`src/rtl/lockstep_pkg.sv`:
```
// Shared types and constants for the retire lockstep checker.
// CMP_MASK_EN adds a per-entry wdata compare mask to the retire entry.
package lockstep_pkg;

    // Entries are stored at this width; narrower DATA_W values are zero-extended.
    localparam int LS_DATA_W = 32;

    localparam logic [1:0] ERR_NONE     = 2'd0;
    localparam logic [1:0] ERR_MISMATCH = 2'd1;
    localparam logic [1:0] ERR_OVERFLOW = 2'd2;
    localparam logic [1:0] ERR_TIMEOUT  = 2'd3;

    typedef struct packed {
        logic [LS_DATA_W-1:0] pc;
        logic [4:0]           waddr;
        logic [LS_DATA_W-1:0] wdata;
`ifdef CMP_MASK_EN
        logic [LS_DATA_W-1:0] mask;
`endif
    } retire_entry_t;

    function automatic int addr_w(input int depth);
        return $clog2(depth);
    endfunction

endpackage

```
`src/rtl/retire_fifo.sv`:
```
// Retire-event FIFO: registered write, combinational head, no bypass.
// Pointers carry one extra wrap bit so full and empty are distinguishable.
module retire_fifo
    import lockstep_pkg::*;
#(
    parameter int WIDTH = 8,
    parameter int DEPTH = 16
) (
    input  logic             clk,
    input  logic             rst_n,
    input  logic             clr,
    input  logic             push,
    input  logic             pop,
    input  logic [WIDTH-1:0] din,
    output logic [WIDTH-1:0] head,
    output logic             full,
    output logic             empty
);

    localparam int ADDR_W = addr_w(DEPTH);
    localparam logic [ADDR_W:0] PTR_ONE = 1;

    logic [WIDTH-1:0] r_mem [DEPTH];
    logic [ADDR_W:0]  r_wptr;
    logic [ADDR_W:0]  r_rptr;

    // Storage is not reset; only the pointers define what is valid.
    always_ff @(posedge clk) begin
        if (push && !clr)
            r_mem[r_wptr[ADDR_W-1:0]] <= din;
    end

    always_ff @(posedge clk or negedge rst_n) begin
        if (!rst_n) begin
            r_wptr <= '0;
            r_rptr <= '0;
        end else if (clr) begin
            r_wptr <= '0;
            r_rptr <= '0;
        end else begin
            if (push) r_wptr <= r_wptr + PTR_ONE;
            if (pop)  r_rptr <= r_rptr + PTR_ONE;
        end
    end

    assign empty = (r_wptr == r_rptr);
    assign full  = (r_wptr[ADDR_W] != r_rptr[ADDR_W]) &&
                   (r_wptr[ADDR_W-1:0] == r_rptr[ADDR_W-1:0]);
    assign head  = r_mem[r_rptr[ADDR_W-1:0]];

endmodule

```
`config.mk`:
```
export PLATFORM = sky130hd
export DESIGN_NAME = retire_fifo
export DESIGN_NICKNAME = d
export VERILOG_FILES = /design/src/rtl/lockstep_pkg.sv /design/src/rtl/retire_fifo.sv
export SDC_FILE = /design/constraint.sdc
export NUM_CORES = 1
export LEC_CHECK = 0
export ABC_AREA = 1
export CORE_MARGIN = 2
export CORE_UTILIZATION = 45
export CTS_BUF_LIST = sky130_fd_sc_hd__clkbuf_4 sky130_fd_sc_hd__clkbuf_8 sky130_fd_sc_hd__clkbuf_16
export DETAILED_ROUTE_END_ITERATION = 10
export PLACE_DENSITY = 0.7
export RECOVER_POWER = 100
export SLEW_MARGIN = 10
export SYNTH_ARGS = -nofsm -noshare
export SYNTH_HDL_FRONTEND = slang
export SYNTH_SLANG_ARGS = --single-unit
```
`constraint.sdc`:
```
create_clock -name clk -period 4.8 [get_ports clk]
set_input_delay 0.96 -clock clk [delete_from_list [all_inputs] [get_ports clk]]
set_output_delay 0.96 -clock clk [all_outputs]
set_load 0.005 [all_outputs]
```
Word-level counts from Yosys, hierarchy flattened
Memory sizes are Yosys's and may differ from the RTL's.
Cells that the tools add are included.

storage, ports and cells
  ROM bits = 0
  memories kept = 1
  bits in latches = 0
  output and inout bits = 10
  word-level logic and storage cells = 19
  RAM bits = 128
  input port bits = 13
  bits in registers = 10

memories
  name   words  width  read ports  clocked after memory_dff  wr ports  RTL line           RTL
  r_mem  16     8      1           0                         1         retire_fifo.sv:23  logic [WIDTH-1:0] r_mem [DEPTH];

cells by class
  divide/modulo/power cells = 0
  mux-type cells = 6
  reductions and logical operators = 5
  add/sub/neg operators = 2
  bitwise logic cells = 0
  shift-type cells = 0
  magnitude comparators = 0
  eq/ne operators = 3
  multipliers = 0

operator list
  cell                 number
  $mux 5               4
  $add 5x1->5 const B  2
  $eq 5x5->1           1
  $eq 4x4->1           1
  $reduce_bool 2->1    2
  $logic_and 1x1->1    2
  $mux 1               2
  $logic_not 1->1      1
  $ne 1x1->1           1

Longest topological paths before layout
Gate-level depths: netlist of the first run.

  depth after elaboration = 4
  mapped depth = 10
  gate-level depth less buffers = 8

Worst setup path before layout of the first run
OpenSTA, ideal clock, no wires.

  kind = register to output
  start point = register r_rptr[0]
  end point = output port empty
  path buffers = 3
  setup slack = 2.724 ns
  arrival = 1.116 ns
  data required time = 3.840 ns
  cell stages (with the launch flop) = 7
  cells stage by stage = dfrtp_1 > buf_6 > buf_6 > buf_6 > xnor2_2 > nand4_1 > nor2_1

on the way
  longest elaborated chain between the ends = 1

RTL lines
  item                    RTL line           RTL
  start, declared         retire_fifo.sv:25  logic [ADDR_W:0] r_rptr;
  start signal, assigned  retire_fifo.sv:42  if (pop) r_rptr <= r_rptr + PTR_ONE;
  $eq 5x5->1              retire_fifo.sv:46  assign empty = (r_wptr == r_rptr);
  end, declared           retire_fifo.sv:17  output logic empty

Every way passes these cells.

Final worst setup path of the first run
  start point = register r_rptr[1]
  end point = output port head[6]

on the way
  longest elaborated chain between the ends = 1

RTL lines
  item           RTL line           RTL
  $mem_v2 16x8   n/a
  end, declared  retire_fifo.sv:15  output logic [WIDTH-1:0] head,

Every way passes these cells.

==> flow_summary.yaml, run 1 <==
place:
  place_hpwl_um: 8390
  portBuffers: 22
  gp_congestion: 0.917
  dp_slack_ps: 1670
  place_area_mm2: 0.00655
route:
  vias: 4212
  drt-initial-drc-count: 334
  via_per_inst: 4.96
  drt-wirelength-per-cell_um: 15.8
  post-route-drc-count: 0
  dr.pass1.iters: 5
  wirelength_um: 13400
  postRouteAntennaNets: 0
die:
  placement_rows: 43
  start_util_pct: 45.6
  dieArea_mm2: 0.0148
  ios: 23
  core-area_mm2: 0.0137
  fp.dieW_um: 122
  fp.dieH_um: 122
synth:
  synth.avg_cell_area_um2: 9.84
  ys_ff_latch: 138
  synth_area_leader_cell: "edfxtp_1"
  synth_edf_count: 128
  synthArstFlopShare_pct: 7.25
  seq_area_frac_synth_pct: 65.5
  ys_types: 21
  dominantRegCellSynth: "edfxtp_1"
  yosysMostFrequentCell: "nand2_1"
  yosys.area.top_type_share_pct: 61.5
  synth_commonest_cells: "207 x nand2_1, 128 x edfxtp_1, 128 x inv_1, 82 x nand3_1, 27 x nor2_1"
  netlist_area_mm2: 0.00625
  syn_nets: 653
  synth_cells: 635
  ys_warn_count: 0
  synth_area_leaders: "edfxtp_1 62%, nand2_1 12%, inv_1 7.7%, nand3_1 6.6%, dfrtp_1 4.0%"
clock_network:
  postCtsSetupBuffers: 0
  clk_latency_ps: 410
  clockRootBuffer: "clkbuf_16"
  cts_resized: 0
  cts-hold-fix-buffers: 0
  cts_buffers: 17
  clk_pin_slew_ps: 60
  cts_tree: "done"
  cts_sinks: 138
  htreeDepth: 4
  clockBufferDepth: 2
hold_path:
  hp-class: "reg -> reg"
  worstHoldPathCells: 1
  hold_path_end: "r_rptr[4]$_DFFE_PN0P_"
  hp-start: "r_rptr[4]$_DFFE_PN0P_"
grt:
  grt_pass1_wl_um: 21700
  antenna_found_initial: 0
  use_met3_pct: 5.06
  busiest_layer: "met2"
  grt_max_degree: 69
  grt_overflow: 0
  grt_pass1_vias: 4239
  grtUsageMet2_pct: 33.2
  grtUsageMet1_pct: 24.2
  grt_usage_pct: 19.8
critical_path:
  worstPathArrival_ps: 3040
  cp.required_ps: 3840
  slowest_stage: "inv_1"
  critPathMostFrequentCell: "nand2_1"
  cpPeakStageDelay_ps: 870
  end_kind: "output port"
  r2r_cells: 5
  reg2reg_from: "r_rptr[1]$_DFFE_PN0P_"
  crit_type: "reg -> out"
  cpLargestDelayFamily: "buffers and inverters"
  cp_max_fo: 35
  r2r_setup_slack_ps: 2680
  worst-path-buf-inv: 4
  timing.rr.end: "r_rptr[3]$_DFFE_PN0P_"
  crit_path_start_kind: "register"
  crit_chain: "buf_4 -> inv_1 -> nand3_1 -> nand2_1 -> nand2_1 -> nand2_1 -> inv_1 -> nand2_1 -> dlygate4sd3_1"
power_and_ir_drop:
  power_density_mw_per_mm2: 399
  ir_worst_vdd_mv: 0.217
  leakage_nw: 3.12
sta:
  fin_setup_tns_ps: 0
  clock_skew_ps: 5.71
  fin_ws_ps: 798
  fmax_mhz: 250
  rsz0062_at_grt: "no"
  setup_viol: 0
  period_needed_ps: 4000
  slew_headroom_pct: 25.0
  tightest_slew_ps: 1120
  final_max_slew_viol_count: 0
  timing.final.crit_share_pct: 83.4
  hold_viol_final: 0
final_layout:
  fin_area_mm2: 0.00715
  multi_input_area_mm2: 0.00149
  drive_gt1_share_pct: 5.23
  fin_util_pct: 52.1
  final_nets: 674
  area_delta_synth_final_pct: 14.4
  fillerInstances: 1197
  diodes: 0
  regArea_mm2: 0.00410
run:
  drv_cap: 0
run_status:
  status: "complete, no violations"
worst max path at each step:
stage	startpoint	endpoint	slack [ps]	cells past startpoint
3_3_place_gp	push	r_mem[1][1]$_DFFE_PP_	1700	5
4_1_cts	r_rptr[1]$_DFFE_PN0P_	head[2]	1210	9
3_5_place_dp	r_rptr[1]$_DFFE_PN0P_	head[2]	1670	9
6_report	r_rptr[1]$_DFFE_PN0P_	head[6]	800	9
2_1_floorplan	r_rptr[0]$_DFFE_PN0P_	empty	2720	6
5_1_grt	r_rptr[1]$_DFFE_PN0P_	head[7]	590	9
area by class of cell:
cell class	count	share of cell area (%)
Tap cell	180	3.15
Clock inverter	15	2.54
Sequential cell	138	57.3
Timing Repair Buffer	24	3.29
Inverter	132	6.97
Multi-Input combinational cell	343	20.8
Clock buffer	17	5.95
per-stage QoR:
step           hold WS (ps)  instances  total power [W]
6_report                487        849          0.00285
4_1_cts                 490        849          0.00287
3_3_place_gp            468        817          0.00154
2_1_floorplan           454        635          0.00147
3_5_place_dp            481        817          0.00155
5_1_grt                 502        849          0.00294
per-layer routing:
| layer | share of wire [%] | vias to the layer above |
|---|---|---|
| met4 | 2.1 | 0 |
| met3 | 6.2 | 17 |
| li1 | - | 2046 |
| met5 | 0 | - |
| met1 | 42 | 1987 |
| met2 | 50 | 162 |
power breakdown:
part           switching [W]  internal [W]
sequential        0.00000593       0.00133
combinational       0.000124     0.0000621
clock               0.000478      0.000858
registers in the layout, indices dropped and copies added (netlist names):
name    cells
r_rptr      5
r_mem     128
r_wptr      5
kinds of logic after synthesis:
logic type / Yosys count / synth area share [%]
and+or+nand+nor: 320 / 21.1
buffers and inverters: 154 / 10.5
DFF: 138 / 65.5
AOI/OAI and AO/OA: 13 / 1.10
xor gates and xnor gates: 5 / 0.821
adders and majority gates: 5 / 1.00
layout by cell type, fill, tap and decap left out:
master           netlist  routed
clkinvlp_4             0       3
a22o_1                 1       1
nand4_1                2       2
edfxtp_1             128     128
buf_4                  7       2
a21oi_1                7       7
ha_1                   5       5
o21ai_0                5       5
inv_1                128     129
clkdlybuf4s50_1        0       5
clkinv_2               0       3
clkinv_4               0       1
inv_2                  3       2
clkbuf_16              0      17
clkinv_1               0       4
bufinv_16              0       4
dlygate4sd3_1          0      17
nor2_1                27      27
nor3_1                 0       1
dfrtp_1               10       9
xnor2_1                4       5
dfrtp_2                0       1
nand3_1               82      82
inv_4                  1       1
nand2_1              207     207
nor2_2                 1       1
worst register-to-register path, stage by stage, from the launching register on:
cell and delay [ps]:
dfrtp_1 320, buf_4 380, inv_1 610, nor3_1 480, o21ai_0 120, a21oi_1 120
(Power assumes the default switching activity.)
==> run 2, diff against run 1 <==
Settings changed: PLACE_DENSITY 0.7 to 0.72.
Clock period 4.8 ns to 3.3 ns, I/O delays scaled along.
==> flow_summary.yaml, run 2 (synthesis gave the netlist of run 1 again) <==
run_status:
  status: "complete, no violations"
sta:
  hold_viol_final: 0
  hold_slack_ps: 493
  period_needed_ps: 3150
  timing.final.crit_share_pct: 95.4
  fmax_mhz: 318
  clock_skew_ps: 6.14
  rsz0062_at_grt: "no"
  setup_viol: 0
  fin_setup_tns_ps: 0
  tightest_slew_ps: 828
  final_max_slew_viol_count: 0
  slew_headroom_pct: 44.6
grt:
  grt_overflow: 0
  grt_usage_pct: 20.4
  grt_pass1_vias: 4246
  grt_max_degree: 65
  antenna_found_initial: 0
  grt_pass1_wl_um: 22300
clock_network:
  cts_resized: 0
  clk_latency_ps: 420
  cts_buffers: 17
  cts-hold-fix-buffers: 0
  postCtsSetupBuffers: 0
  htreeDepth: 4
  cts_tree: "done"
  clockBufferDepth: 2
  clockRootBuffer: "clkbuf_16"
  cts_sinks: 138
  clk_pin_slew_ps: 60
power_and_ir_drop:
  sequentialPowerShare_pct: 47.6
  p_switching_w: 0.000886
  netSwitchingFraction_pct: 21.7
  power_density_mw_per_mm2: 569
  ir_worst_vdd_mv: 0.302
  share_comb_of_total_power_pct: 6.8
  leakage_nw: 3.13
  power_frac_clock_pct: 45.6
  cell_internal_pwr_w: 0.00319
hold_path:
  hp-class: "reg -> reg"
place:
  gp_congestion: 0.834
  place_hpwl_um: 8700
  portBuffers: 22
final_layout:
  fillerInstances: 1211
  area_delta_synth_final_pct: 14.7
  fin_util_pct: 52.2
  layout_common_cells: "207 x nand2_1, 128 x inv_1, 128 x edfxtp_1, 82 x nand3_1, 27 x nor2_1"
  drive_gt1_share_pct: 5.50
  layout_commonest_cell: "nand2_1"
  diodes: 0
  final_nets: 679
  largest_reg_flops: 128
route:
  postRouteAntennaNets: 0
  via_per_inst: 4.94
  post-route-drc-count: 0
  vias: 4215
  wirelength_um: 13700
  dr.pass1.iters: 6
  drt-initial-drc-count: 398
  drt-wirelength-per-cell_um: 16.1
die:
  ios: 23
  fp.dieW_um: 122
  dieArea_mm2: 0.0148
  core-area_mm2: 0.0137
  start_util_pct: 45.6
  fp.dieH_um: 122
  placement_rows: 43
critical_path:
  r2r_cells: 4
  cp.required_ps: 2640
  cp_max_fo: 64
  setup.worst_path.start: "r_rptr[0]$_DFFE_PN0P_"
  worstPathArrival_ps: 2490
  crit_path_start_kind: "register"
  timing.rr.end: "r_mem[11][0]$_DFFE_PP_"
  crit_type: "reg -> out"
  reg2reg_from: "r_wptr[0]$_DFFE_PN0P_"
  crit_end: "head[1]"
  r2r_setup_slack_ps: 1330
  end_kind: "output port"
run:
  drv_cap: 0
run 2: stage by stage:
stage	cell area, um^2	total power, W	worst slack [ps]	instances
floorplan	6250	0.00214	1520	635
global placement	6600	0.00226	579	822
detailed placement	6600	0.00226	537	822
CTS	7180	0.00410	145	853
global route	7170	0.00420	52.5	853
finish	7170	0.00408	151	853
run 2: metal layers:
layer  vias to the layer above  global-route usage, %  share of wire (%)
li1                       2054                      -                  -
met1                      1991                   25.4                 42
met2                       142                   35.0                 50
met3                        28                   3.75                6.0
met4                         0                   8.48                2.5
met5                         -                      0                  0
run 2: layout make-up:
cell class	instances	area, um^2	share of cell area [%]
Sequential cell	138	4100	57.1
Multi-Input combinational cell	343	1500	20.9
Inverter	132	500	6.98
Clock buffer	17	425	5.94
Timing Repair Buffer	29	270	3.77
Tap cell	180	225	3.14
Clock inverter	14	155	2.16
run 2: worst min path at each step:
| stage | cells past startpoint | to | start |
|---|---|---|---|
| after floorplan | 0 | r_rptr[0]$_DFFE_PN0P_ | rst_n |
| after global placement | 1 | r_rptr[4]$_DFFE_PN0P_ | r_rptr[4]$_DFFE_PN0P_ |
| after detailed placement | 1 | r_rptr[4]$_DFFE_PN0P_ | r_rptr[4]$_DFFE_PN0P_ |
| after CTS | 1 | r_rptr[4]$_DFFE_PN0P_ | r_rptr[4]$_DFFE_PN0P_ |
| after global routing | 1 | r_rptr[4]$_DFFE_PN0P_ | r_rptr[4]$_DFFE_PN0P_ |
| final | 1 | r_rptr[4]$_DFFE_PN0P_ | r_rptr[4]$_DFFE_PN0P_ |
run 2: critical path, cell delays in order (launching register included):
cell           delay, ps
dfrtp_2              490
inv_6                370
nand2_1               90
nand3_1              100
nand2_1              100
nand2_1               80
nand2_1               80
inv_1                 80
nand2_1               50
dlygate4sd3_1        570
run 2: power groups by stage:
stage	clock network [W]	logic (W)	registers (W)
2_1_floorplan	0	0.000173	0.00197
3_3_place_gp	0	0.000283	0.00197
3_5_place_dp	0	0.000287	0.00197
4_1_cts	0.00188	0.000289	0.00194
5_1_grt	0.00195	0.000311	0.00194
6_report	0.00186	0.000278	0.00194
